$ cat config.mk
export PLATFORM = sky130hd
export DESIGN_NAME = shift_rows_stream
export DESIGN_NICKNAME = d
export VERILOG_FILES = /design/src/rtl/shift_rows_pkg.sv /design/src/rtl/shift_rows_perm.sv /design/src/rtl/shift_rows_stream.sv
export SDC_FILE = /design/constraint.sdc
export NUM_CORES = 1
export LEC_CHECK = 0
export ABC_AREA = 1
export BUFFER_PORTS_ARGS = -buffer_cell sky130_fd_sc_hd__buf_2
export CORE_ASPECT_RATIO = 1.2
export CORE_MARGIN = 2
export CORE_UTILIZATION = 35
export CTS_BUF_LIST = sky130_fd_sc_hd__clkbuf_4
export CTS_CLUSTER_SIZE = 30
export DETAILED_ROUTE_END_ITERATION = 12
export GPL_ROUTABILITY_DRIVEN = 1
export GPL_TIMING_DRIVEN = 0
export PLACE_DENSITY = 0.64
export SKIP_LAST_GASP = 1
export SLEW_MARGIN = 20
export SYNTH_ARGS = -nofsm -noshare
export SYNTH_HDL_FRONTEND = slang
export SYNTH_HIERARCHICAL = 1
export SYNTH_SLANG_ARGS = --single-unit
$ cat constraint.sdc
create_clock -name clk -period 7.7 [get_ports clk]
set_input_delay 0.77 -clock clk [delete_from_list [all_inputs] [get_ports clk]]
set_output_delay 0.77 -clock clk [all_outputs]
set_load 0.02 [all_outputs]
$ cat src/rtl/shift_rows_pkg.sv
// rtl/shift_rows_pkg.sv - shared byte width, row helper and default block types for shift_rows_stream
package shift_rows_pkg;

    localparam int BYTE_W       = 8;
    localparam int DEF_REG_SIZE = 32;
    localparam int DEF_VEC_SIZE = 4;
    localparam int DEF_TAG_W    = 4;

    function automatic int rows_of(input int reg_size);
        return reg_size / BYTE_W;
    endfunction

    typedef logic [DEF_VEC_SIZE-1:0][DEF_REG_SIZE-1:0] vec_t;

    typedef struct packed {
        vec_t                 data;
        logic [DEF_TAG_W-1:0] tag;
    } entry_t;

endpackage

$ cat src/rtl/shift_rows_perm.sv
// rtl/shift_rows_perm.sv - combinational ShiftRows byte permutation; SHIFT_ROWS_INV_EN adds InvShiftRows
module shift_rows_perm
    import shift_rows_pkg::*;
#(
    parameter int regSize = 32,
    parameter int vecSize = 4
) (
    input  logic [vecSize-1:0][regSize-1:0] vect_in,
    input  logic                            inv,
    output logic [vecSize-1:0][regSize-1:0] vect_out
);

    localparam int ROWS = rows_of(regSize);

    // Byte r of a word sits at the MSB end; row r rotates by r columns.
    for (genvar c = 0; c < vecSize; c++) begin : g_col
        for (genvar r = 0; r < ROWS; r++) begin : g_row
            localparam int HI = regSize - 1 - BYTE_W * r;
            localparam int SF = (c + r) % vecSize;
            localparam int SI = (c + vecSize - (r % vecSize)) % vecSize;
`ifdef SHIFT_ROWS_INV_EN
            assign vect_out[c][HI -: BYTE_W] = inv ? vect_in[SI][HI -: BYTE_W]
                                                   : vect_in[SF][HI -: BYTE_W];
`else
            assign vect_out[c][HI -: BYTE_W] = vect_in[SF][HI -: BYTE_W];
`endif
        end
    end

`ifndef SHIFT_ROWS_INV_EN
    logic unused_inv;
    assign unused_inv = inv;
`endif

endmodule

$ cat src/rtl/shift_rows_stream.sv
// rtl/shift_rows_stream.sv - streaming ShiftRows with 2-entry elastic output buffer; macro SHIFT_ROWS_INV_EN
module shift_rows_stream
    import shift_rows_pkg::*;
#(
    parameter int regSize = 32,
    parameter int vecSize = 4,
    parameter int TAG_W   = 4,
    parameter int CNT_W   = 16
) (
    input  logic                            clk,
    input  logic                            rst,
    input  logic                            clear,
    input  logic                            in_valid,
    output logic                            in_ready,
    input  logic                            in_inv,
    input  logic [TAG_W-1:0]                in_tag,
    input  logic [vecSize-1:0][regSize-1:0] vect_in,
    output logic                            out_valid,
    input  logic                            out_ready,
    output logic [TAG_W-1:0]                out_tag,
    output logic [vecSize-1:0][regSize-1:0] vect_out,
    output logic [CNT_W-1:0]                blk_count
);

    localparam logic [CNT_W-1:0] CNT_ONE = 1;

    typedef struct packed {
        logic [vecSize-1:0][regSize-1:0] data;
        logic [TAG_W-1:0]                tag;
    } fifo_entry_t;

    logic [vecSize-1:0][regSize-1:0] perm_out;
    fifo_entry_t                     mem [2];
    logic [1:0]                      count;
    logic                            wr_ptr;
    logic                            rd_ptr;
    logic                            accept;
    logic                            pop;

    shift_rows_perm #(
        .regSize (regSize),
        .vecSize (vecSize)
    ) u_perm (
        .vect_in  (vect_in),
        .inv      (in_inv),
        .vect_out (perm_out)
    );

    assign in_ready  = (count < 2'd2);
    assign out_valid = (count != 2'd0);
    // A beat arriving alongside clear or rst is dropped and not counted.
    assign accept    = in_valid && in_ready && !clear && !rst;
    assign pop       = out_valid && out_ready;

    always_ff @(posedge clk) begin
        if (rst) begin
            count     <= 2'd0;
            wr_ptr    <= 1'b0;
            rd_ptr    <= 1'b0;
            blk_count <= '0;
        end else if (clear) begin
            count  <= 2'd0;
            wr_ptr <= 1'b0;
            rd_ptr <= 1'b0;
        end else begin
            if (accept) begin
                wr_ptr    <= ~wr_ptr;
                blk_count <= blk_count + CNT_ONE;
            end
            if (pop) begin
                rd_ptr <= ~rd_ptr;
            end
            case ({accept, pop})
                2'b10:   count <= count + 2'd1;
                2'b01:   count <= count - 2'd1;
                default: count <= count;
            endcase
        end
    end

    // Storage carries no reset; empty-state outputs are forced to zero below.
    always_ff @(posedge clk) begin
        if (accept) begin
            mem[wr_ptr] <= '{data: perm_out, tag: in_tag};
        end
    end

    always_comb begin
        vect_out = '0;
        out_tag  = '0;
        if (out_valid) begin
            vect_out = mem[rd_ptr].data;
            out_tag  = mem[rd_ptr].tag;
        end
    end

endmodule

After elaboration in Yosys (flattened, before gate mapping)
Memories as Yosys holds them, arrays and structs flattened. A register that Yosys moved wholly into a read port is not among the register bits.
Index checks and enable logic that the tools add are counted.
- eq/ne operators: 2
- mux-type cells: 7
- bitwise gates (word level): 3
- reductions and logical operators: 10
- $add $sub $neg: 3
- order comparisons: 1
- operator list (kind ; count):
    128-bit two-way mux ; 1
    16-bit by 1-bit adder with 16-bit output, second input constant ; 1
    1-bit logical AND ; 4
    1-bit two-way mux ; 4
    4-bit two-way mux ; 1
    2-bit case mux with 2 select lines ; 1
    2-bit nonzero test ; 2
    1-bit NOT ; 3
    2-bit by 1-bit adder with 2-bit output, second input constant ; 1
    2-bit by 1-bit equality test with 1-bit output, second input constant ; 1
    2-bit equality test, second input constant ; 1
    1-bit zero test ; 2
    2-bit less-than comparator, second input constant ; 1
    2-bit AND reduction ; 1
    2-bit OR reduction ; 1
    2-bit by 1-bit subtractor with 2-bit output, second input constant ; 1
- output and inout bits: 150
- input port bits: 138
- memories kept: 1
- bits in writable memories: 264
- register bits after elaboration: 20
- logic and storage cells: 31
- memory list (name ; depth ; width ; read ports ; clocked after memory_dff ; wr ports ; line ; RTL):
    mem ; 2 ; 132 ; 1 ; 1 ; 1 ; shift_rows_stream.sv:33 ; fifo_entry_t mem [2];

Longest topological paths before layout
Gate-level depths: netlist of run 1.
- word-level depth: 6
- mapped depth: 10
- depth with buffers taken out: 10

Modules after synthesis
Netlist of run 1, hierarchy kept.
- by module, submodules not included (module ; instances ; sequential area each (um^2) ; area each (um^2) ; cells an instance):
    shift_rows_stream ; 1 ; 8348.0 ; 10866.7 ; 861
    shift_rows_perm ; 1 ; 0.0 ; 960.9 ; 128

Worst setup path before layout of run 1
Ideal clock, no wire load.
- path kind: input to register
- from: in clear
- to: mem mem[0][0] in the netlist's numbering (enable)
- path slack: 0.506 ns
- required time: 7.074 ns
- stages: 3
- path buffers: 0
- library setup time: 0.626 ns
- arrival: 6.568 ns
- cells stage by stage: nor2_4 nand2_4 nor2_1
- cells in the longest elaborated chain, start to end: 5
- ends and longest elaborated chain (what ; line ; RTL):
    start: declaration ; shift_rows_stream.sv:12 ; input logic clear,
    1-bit zero test ; shift_rows_stream.sv:52 ; assign accept = in_valid && in_ready && !clear && !rst;
    1-bit logical AND (2 in a row) ; shift_rows_stream.sv:52 ;
    1-bit two-way mux ; shift_rows_stream.sv:83 ; if (accept) begin
    1-bit two-way mux (not written as such) ; shift_rows_stream.sv:84 ; mem[wr_ptr] <= '{data: perm_out, tag: in_tag};
    end: declaration ; shift_rows_stream.sv:33 ;
No other way between the ends.

==> results.json, run 1 <==
{
  "cts_resized": 0,
  "synth_top_cell_by_area": "edfxtp_1",
  "drv_cap": 0,
  "gr-total-overflow": 0,
  "status": "finished clean",
  "drtPass1Iterations": 5,
  "synthTopCellsByArea": "edfxtp_1, nand2_1, buf_4",
  "first_global_vias": 7882,
  "holdPathStages": 1,
  "dpl_cell_area_um2": 13500,
  "die_area_um2": 35300,
  "power_mw": 3.22,
  "hold_path_class": "primary input to register",
  "setup_violations": 0,
  "gp_congestion": 0.801,
  "async_reset_ff_frac": 0,
  "routed-via-count": 7800,
  "synth_ff_type": "edfxtp_1",
  "fmax_mhz": 305,
  "grt_max_degree": 25,
  "final_nets": 1373,
  "ctsLongestPathBuffers": 3,
  "ys_seq_area_frac": 0.706,
  "wl_per_cell_um": 16.0,
  "synth.cell_area_um2": 11800,
  "worstSkewPairLatency_ns": 0.68,
  "startpoint_type": "register",
  "path_clk_slew_ns": 0.06,
  "finalCriticalPeriod_ns": 3.28,
  "relSlewSlack": 0.556,
  "cts_tree": "done",
  "drtIter0Drc": 424,
  "grt_pass1_wl_um": 41400,
  "synth_common_cells": "nand2_1, edfxtp_1, a21oi_1, buf_4, buf_2",
  "avgViaCountPerCell": 4.49,
  "post-place-cells": 1609,
  "drc": 0,
  "dp_worst_setup_slack_ns": 4.87,
  "antenna_found_initial": 3,
  "fin_ws_ns": 4.42,
  "fillers": 3143,
  "cts_root_buf": "clkbuf_4",
  "hold_start": "vect_in[31]",
  "seqCellArea_um2": 8350,
  "die_w_um": 172,
  "initial_core_util": 0.356,
  "rr_endpoint": "mem[1][76]",
  "syn_inst": 989,
  "clock_sinks": 285,
  "drive_gt1_frac": 0.358,
  "dieHeight_um": 205,
  "postCtsHoldBufs": 0,
  "crit_fanout": 10,
  "fin_area_um2": 14500,
  "ant_nets": 0,
  "required_ns": 6.93,
  "synth.most_common_cell": "nand2_1",
  "grt_usage": 0.155,
  "rrSetupSlack_ns": 5.48,
  "post_cts.repair.setup_buffers": 0,
  "min_period_over_period": 0.426,
  "worstMarginPinSlew_ns": 0.666,
  "grt_setup_unrepaired": "no",
  "critPathArrivalTime_ns": 2.51,
  "power.leakage_nw": 5.93,
  "synth_edf_count": 264,
  "p_per_area_nw_per_um2": 223,
  "yosysUniqueCellTypes": 26,
  "htreeDepth": 3,
  "drt-total-wl_um": 27900,
  "maxSlewViolCount": 0,
  "multi_input_area_um2": 2230,
  "reg2regPathDepth": 7,
  "worst-setup-path-type": "register to primary output",
  "area_delta_synth_final_pct": 22.2,
  "endpoint_kind": "primary output",
  "io_pins": 288,
  "synth_seq_cells": 285,
  "synth_top_area_frac": 0.670,
  "fin_skew_ns": 0.0329,
  "rr_startpoint": "count[1]",
  "numCtsBuffers": 72,
  "dp_hpwl_um": 19000,
  "synth.avg_cell_area_um2": 12.0,
  "whs_endpoint": "mem[0][35]",
  "fin_cells": 1739,
  "numPortBuffers": 158,
  "fp-row-count": 73,
  "synth_fp_nets": 1129,
  "final_util": 0.435,
  "ys_warn_count": 6,
  "finalHoldViolations": 0,
  "ir_worst_vdd_v": 0.000115,
  "core_area_um2": 33200
}
metal layers:
metal / share of wire / vias to the layer above / global-route usage / routed length, um
met3: 0.097 / 68 / 0.0639 / 2720
met5: 0.00047 / - / 0 / 13
li1: - / 3793 / - / -
met4: 0.031 / 2 / 0.0699 / 850
met2: 0.48 / 289 / 0.251 / 13300
met1: 0.40 / 3648 / 0.178 / 11000
through the flow:
| step | setup TNS (ns) | hold slack, ns |
|---|---|---|
| 3_3_place_gp | -904.05 | 0.444 |
| 2_1_floorplan | 0 | 0.431 |
| 4_1_cts | 0 | 0.188 |
| 5_1_grt | 0 | 0.165 |
| 6_report | 0 | 0.272 |
| 3_5_place_dp | 0 | 0.455 |
cells in the final DEF, fill, tap and decap left out:
master	instances
diode_2	2
nand4_2	2
nor2_1	26
nand2_2	2
inv_1	23
nand3_2	1
ha_1	2
nor4_1	1
clkbuf_1	12
bufinv_16	4
clkinv_2	5
o21a_1	1
nor2_2	3
nand4_1	2
buf_12	7
edfxtp_1	264
buf_1	1
clkinv_1	16
buf_4	129
nor3_1	3
a21oi_1	143
nand2_1	295
nor2_4	7
o21ai_0	5
clkbuf_4	101
o21ai_1	2
inv_2	6
nand3_1	8
buf_16	5
buf_2	188
dfxtp_1	21
a211oi_1	1
nand2_4	1
registers in the layout (all words and copies together), names as in the netlist, named ones only:
| name | cells |
|---|---|
| wr_ptr | 1 |
| blk_count | 16 |
| count | 2 |
| mem | 264 |
| rd_ptr | 1 |
final cells by class:
cell class / count / area share
well taps: 450 / 0.0390
repair buffers: 170 / 0.0739
clock buffers: 101 / 0.0525
multi-input cells: 505 / 0.154
flip-flops and latches: 285 / 0.578
diodes: 2 / 0.000346
clock inverters: 27 / 0.0147
inverters: 27 / 0.00701
plain buffers: 172 / 0.0808
report_power, final:
group          total (mW)  internal, mW  switching [mW]  leakage (nW)
logic               0.157        0.0711          0.0862          2.79
registers            1.72          1.72         0.00637          2.57
clock network        1.34         0.743           0.598         0.574
worst max-delay path, stage by stage, from the launching register on:
cell     delay (ns)
dfxtp_1        0.37
nor2_2         0.44
buf_2          0.40
buf_2          0.34
a21oi_1        0.08
buf_2          0.19
worst max-delay path by stage:
stage	start	endpoint	slack (ns)	cells past startpoint
finish	count[1]	vect_out[54]	4.42	5
global route	register	vect_out[22]	4.16	6
CTS	register	vect_out[22]	4.24	6
detailed placement	rst	mem[1][92]	4.87	8
global placement	rst	mem[0][92]	-3.44	4
floorplan	clear	mem[0][0]	0.51	3
cell families (layout without fill, tap and decap cells):
kind of cell	Yosys count	after routing	synth area share
buf+inv	199	497	0.107
compound gates	152	152	0.0647
flops	285	285	0.706
other cells	0	2	0
fa+ha+maj	2	2	0.00212
simple gates	351	351	0.120
Note: power is estimated with default switching activity, not from simulation.
==> inputs of run 2 (changes only) <==
clock period = 2.95 ns   (was 7.7 ns; I/O delays follow)
==> run 2 against run 1 <==
Compared with the run above:
- count of clock-buffer cells in the layout up 2
- first-iteration DRC count is 4.7% lower
- final area rose by 9.5%
- final cell count grew 8.2%
- non-clock buffer count grew 137
- routed wire length grew 5.6%
- die area stayed put
- critical endpoint is now vect_out[56]
- via count is 7.2% higher
- sequential power rose to 2.6 times the previous value
- flip-flop and latch count stayed put
- total power rose to 2.6 times the previous value
==> results.json, run 2 (synthesis gave the netlist of run 1 again) <==
{
  "min_period_over_period": 0.893,
  "endpoint_kind": "primary output",
  "worst-setup-path-type": "register to primary output",
  "core_area_um2": 33200,
  "drtIter0Drc": 404,
  "drt-total-wl_um": 29400,
  "fin_cells": 1882,
  "drive_gt1_frac": 0.324,
  "wl_per_cell_um": 15.6,
  "post-place-cells": 1609,
  "gr-total-overflow": 0,
  "setup_violations": 0,
  "reg.largest.list": "mem (264), blk_count (16), count (2)",
  "worstSkewPairLatency_ns": 0.69,
  "path_cells": "buf_2 -> buf_2 -> buf_2 -> nand2_1 -> a21oi_1 -> buf_2",
  "ctsLongestPathBuffers": 3,
  "crit_buf_inv": 4,
  "multi_input_area_um2": 2230,
  "clock_sinks": 285,
  "die_w_um": 172,
  "avgViaCountPerCell": 4.44,
  "dieHeight_um": 205,
  "gp_congestion": 0.797,
  "seqCellArea_um2": 8350,
  "initial_core_util": 0.356,
  "crit_top_cell": "buf_2",
  "critPathArrivalTime_ns": 2.34,
  "required_ns": 2.65,
  "fin_area_um2": 15800,
  "critPathSlowestCell": "dfxtp_1",
  "layout_commonest_cell": "nand2_1",
  "numPortBuffers": 158,
  "relSlewSlack": 0.536,
  "finalHoldViolations": 0,
  "cts_tree": "done",
  "maxSlewViolCount": 0,
  "drtPass1Iterations": 5,
  "die_area_um2": 35300,
  "drv_cap": 0,
  "status": "finished clean",
  "antenna_found_initial": 6,
  "dp_hpwl_um": 19300,
  "dpl_cell_area_um2": 13500,
  "startpoint_type": "register",
  "grt_usage": 0.164,
  "p_per_area_nw_per_um2": 535,
  "grt_max_degree": 26,
  "fmax_mhz": 380,
  "crit_fanout": 10,
  "slowest_delay_ns": 0.31,
  "largest_register_ffs": 264,
  "worstMarginPinSlew_ns": 0.694,
  "largest_register": "mem",
  "ant_nets": 0,
  "routed-via-count": 8365,
  "path_clk_slew_ns": 0.07,
  "fillers": 3003,
  "fin_skew_ns": 0.0485,
  "drc": 0,
  "io_pins": 288,
  "finalCriticalPeriod_ns": 2.63,
  "final_cell_mix": "nand2_1, edfxtp_1, buf_2",
  "power.leakage_nw": 6.49,
  "ir_worst_vdd_v": 0.000254,
  "grt_setup_unrepaired": "no",
  "numCtsBuffers": 73,
  "power_mw": 8.46,
  "grt_pass1_wl_um": 44500,
  "fp-row-count": 73,
  "crit_family": "buffers and inverters",
  "htreeDepth": 3,
  "final_nets": 1511,
  "area_delta_synth_final_pct": 33.8,
  "hold_path_class": "primary input to register",
  "cts_root_buf": "clkbuf_4",
  "first_global_vias": 8804
}
[run 2: through the flow]
step	hold slack (ns)	util	setup TNS, ns	setup slack (ns)
floorplan	0.373	-	-8.44	-0.0474
global placement	0.442	0.397	-414.84	-1.61
detailed placement	0.454	0.406	0	0.737
CTS	0.222	0.475	0	0.0882
global route	0.214	0.476	0	0.0136
finish	0.321	0.476	0	0.317
[run 2: metal layers]
metal	global-route usage	vias to the layer above	part of all wire
li1	-	4081	-
met1	0.180	3906	0.39
met2	0.284	311	0.49
met3	0.0614	65	0.091
met4	0.0678	2	0.028
met5	0	-	0.00037
[run 2: repair_timing]
action	4_1_cts	5_1_grt
gates resized for setup	1	1
hold endpoints to repair	276	0
buffers inserted	0	0
hold buffers	137	0
setup endpoints to repair	1	1
pin swaps	0	0
gates cloned	0	0
[run 2: layout make-up]
| class | instances | share of cell area |
|---|---|---|
| sequential | 285 | 0.528 |
| timing repair buffer | 307 | 0.155 |
| multi-input combinational | 505 | 0.141 |
| buffer | 172 | 0.0739 |
| clock buffer | 103 | 0.0489 |
| tap | 450 | 0.0356 |
| clock inverter | 27 | 0.0108 |
| inverter | 27 | 0.00641 |
| antenna | 6 | 0.000949 |
[run 2: report_power, final]
part / switching (mW) / internal (mW) / leakage [nW]
combinational: 0.262 / 0.305 / 3.37
clock: 1.60 / 1.80 / 0.553
sequential: 0.0161 / 4.48 / 2.57
[run 2: path summary, 6_finish.rpt]
kind / startpoint / to / slack (ns) / cells after the start
max: register / vect_out[56] / 0.32 / 6
min: vect_in[0] / mem[0][36] / 0.32 / 2
max reg2reg: count[1] / mem[0][121] / 0.90 / 5
min reg2reg: rd_ptr / register / 0.46 / 1
==> inputs of run 3 (changes only) <==
PLACE_DENSITY = 0.63   (was 0.64)
REMOVE_ABC_BUFFERS = 1   (was default)
==> run 3 against run 2 <==
Compared with the run above:
- count of clock-buffer cells in the layout up 1
- core utilization down 0.96 points
- final cell count down 2.6%
- worst setup slack worse by 0.077 ns
- via count down 0.17%
- largest cell class unchanged
- routed wire length down 2.0%
- sequential share of layout area up 1.1 points
- first-iteration DRC count up 5.4%
- clock skew down 0.024 ns
==> results.json, run 3 (synthesis gave the netlist of run 1 again) <==
{
  "maxSlewViolCount": 0,
  "crit_path_end": "vect_out[127]",
  "layout_commonest_cell": "nand2_1",
  "ant_nets": 0,
  "startpoint_type": "register",
  "reg2regPathDepth": 7,
  "area_delta_synth_final_pct": 31.1,
  "dieHeight_um": 205,
  "crit_fanout": 64,
  "core_area_um2": 33200,
  "fin_cells": 1834,
  "wl_per_cell_um": 15.7,
  "largest_register_ffs": 264,
  "io_pins": 288,
  "drt-total-wl_um": 28900,
  "drc": 0,
  "routed-via-count": 8351,
  "final_nets": 1478,
  "path_clk_slew_ns": 0.06,
  "first_global_vias": 8654,
  "fin_skew_ns": 0.0248,
  "hold_path_class": "primary input to register",
  "power.leakage_nw": 6.37,
  "numCtsBuffers": 75,
  "post_cts.repair.setup_buffers": 0,
  "die_area_um2": 35300,
  "path_cells": "buf_12 -> inv_12 -> clkbuf_16 -> nand2_1 -> a21oi_1 -> buf_2",
  "worstMarginPinSlew_ns": 0.705,
  "cts_root_buf": "clkbuf_4",
  "initial_core_util": 0.356,
  "largest_register": "mem",
  "dp_hpwl_um": 18000,
  "min_period_over_period": 0.918,
  "required_ns": 2.65,
  "post-place-cells": 1573,
  "setup_violations": 0,
  "drtIter0Drc": 426,
  "worst-setup-path-type": "register to primary output",
  "drtPass1Iterations": 5,
  "clock_sinks": 285,
  "cts_tree": "done",
  "rr_startpoint": "count[1]",
  "antenna_found_initial": 3,
  "final_cell_mix": "nand2_1, buf_2, edfxtp_1",
  "ctsLongestPathBuffers": 3,
  "p_per_area_nw_per_um2": 545,
  "fmax_mhz": 369,
  "die_w_um": 172,
  "numPortBuffers": 286,
  "gp_congestion": 0.756,
  "finalCriticalPeriod_ns": 2.71,
  "reg.largest.list": "mem (264), blk_count (16), count (2)",
  "grt_pass1_wl_um": 43400,
  "gr-total-overflow": 0,
  "drive_gt1_frac": 0.319,
  "finalHoldViolations": 0,
  "slowest_delay_ns": 0.48,
  "status": "finished clean",
  "critPathArrivalTime_ns": 2.41,
  "critPathSlowestCell": "dfxtp_4",
  "grt_setup_unrepaired": "no",
  "fp-row-count": 73,
  "drv_cap": 0,
  "rr_endpoint": "mem[1][125]",
  "setup_tns_ns": 0,
  "rrSetupSlack_ns": 0.51,
  "grt_max_degree": 71,
  "grt_usage": 0.158,
  "power_mw": 8.44,
  "relSlewSlack": 0.529,
  "htreeDepth": 3,
  "worstSkewPairLatency_ns": 0.66,
  "endpoint_kind": "primary output",
  "ir_worst_vdd_v": 0.000307,
  "avgViaCountPerCell": 4.55
}
==> run 3: changes by cell type in the layout (fill, tap and decap cells not counted), sizes merged <==
| cell | before | now |
|---|---|---|
| bufinv | 2 | 3 |
| clkbuf | 116 | 105 |
| diode | 6 | 3 |
| buf | 329 | 306 |
| clkinvlp | 1 | 0 |
| clkinv | 22 | 11 |
==> run 3: cell type report <==
cell class                      instances  area (um2)
Fill cell                            3044       17700
Timing Repair Buffer                  444        3310
Sequential cell                       285        8350
Clock buffer                          104         781
Tap cell                              450         563
Antenna cell                            3        7.51
Clock inverter                         16         144
Inverter                               27         114
Multi-Input combinational cell        505        2230
==> run 3: through the flow <==
| step | area, um2 | setup WS (ns) | hold WS [ns] | util |
|---|---|---|---|---|
| 6_report | 15500 | 0.240 | 0.337 | 0.466 |
| 2_1_floorplan | 10700 | -3.81 | 0.373 | - |
| 5_1_grt | 15500 | 0.0545 | 0.275 | 0.466 |
| 4_1_cts | 15500 | 0.0703 | 0.235 | 0.465 |
| 3_5_place_dp | 13200 | 0.421 | 0.439 | 0.396 |
| 3_3_place_gp | 12700 | -7.76 | 0.441 | 0.381 |
==> run 3: routing by layer <==
metal | GRT usage | wire (um) | vias to the layer above | part of all wire
li1 | - | - | 4003 | -
met1 | 0.168 | 10800 | 4000 | 0.37
met2 | 0.285 | 15100 | 268 | 0.52
met3 | 0.0529 | 2110 | 76 | 0.073
met4 | 0.0654 | 856 | 4 | 0.030
met5 | 0 | 21 | - | 0.00073
==> run 3: worst min-delay path by stage <==
stage	depth (start not counted)	end	from	slack, ns
floorplan	1	blk_count[2]	rst	0.37
global placement	1	rd_ptr	rd_ptr	0.44
detailed placement	1	register	rd_ptr	0.44
CTS	2	mem[0][56]	vect_in[84]	0.24
global route	2	mem[1][52]	vect_in[80]	0.27
finish	2	mem[1][64]	vect_in[60]	0.34
==> run 3: repair_timing <==
action,4_1_cts,5_1_grt
endpoints found under the setup margin,1,18
resized for setup,1,0
pin swaps,0,0
endpoints found under the hold margin,272,0
cloned,0,1
hold buffers,137,0
==> run 3: power by group <==
| group | switching, mW | leakage, nW | internal, mW |
|---|---|---|---|
| clock | 1.55 | 0.556 | 1.87 |
| sequential | 0.0178 | 2.57 | 4.48 |
| combinational | 0.255 | 3.25 | 0.263 |
==> run 3: worst max-delay path: cells and delay by family (launching register included) <==
family                 cells  cell delay (ns)
AOI/OAI and AO/OA          1             0.14
DFF                        1             0.48
and+or+nand+nor            1             0.08
buffers and inverters      4             1.00
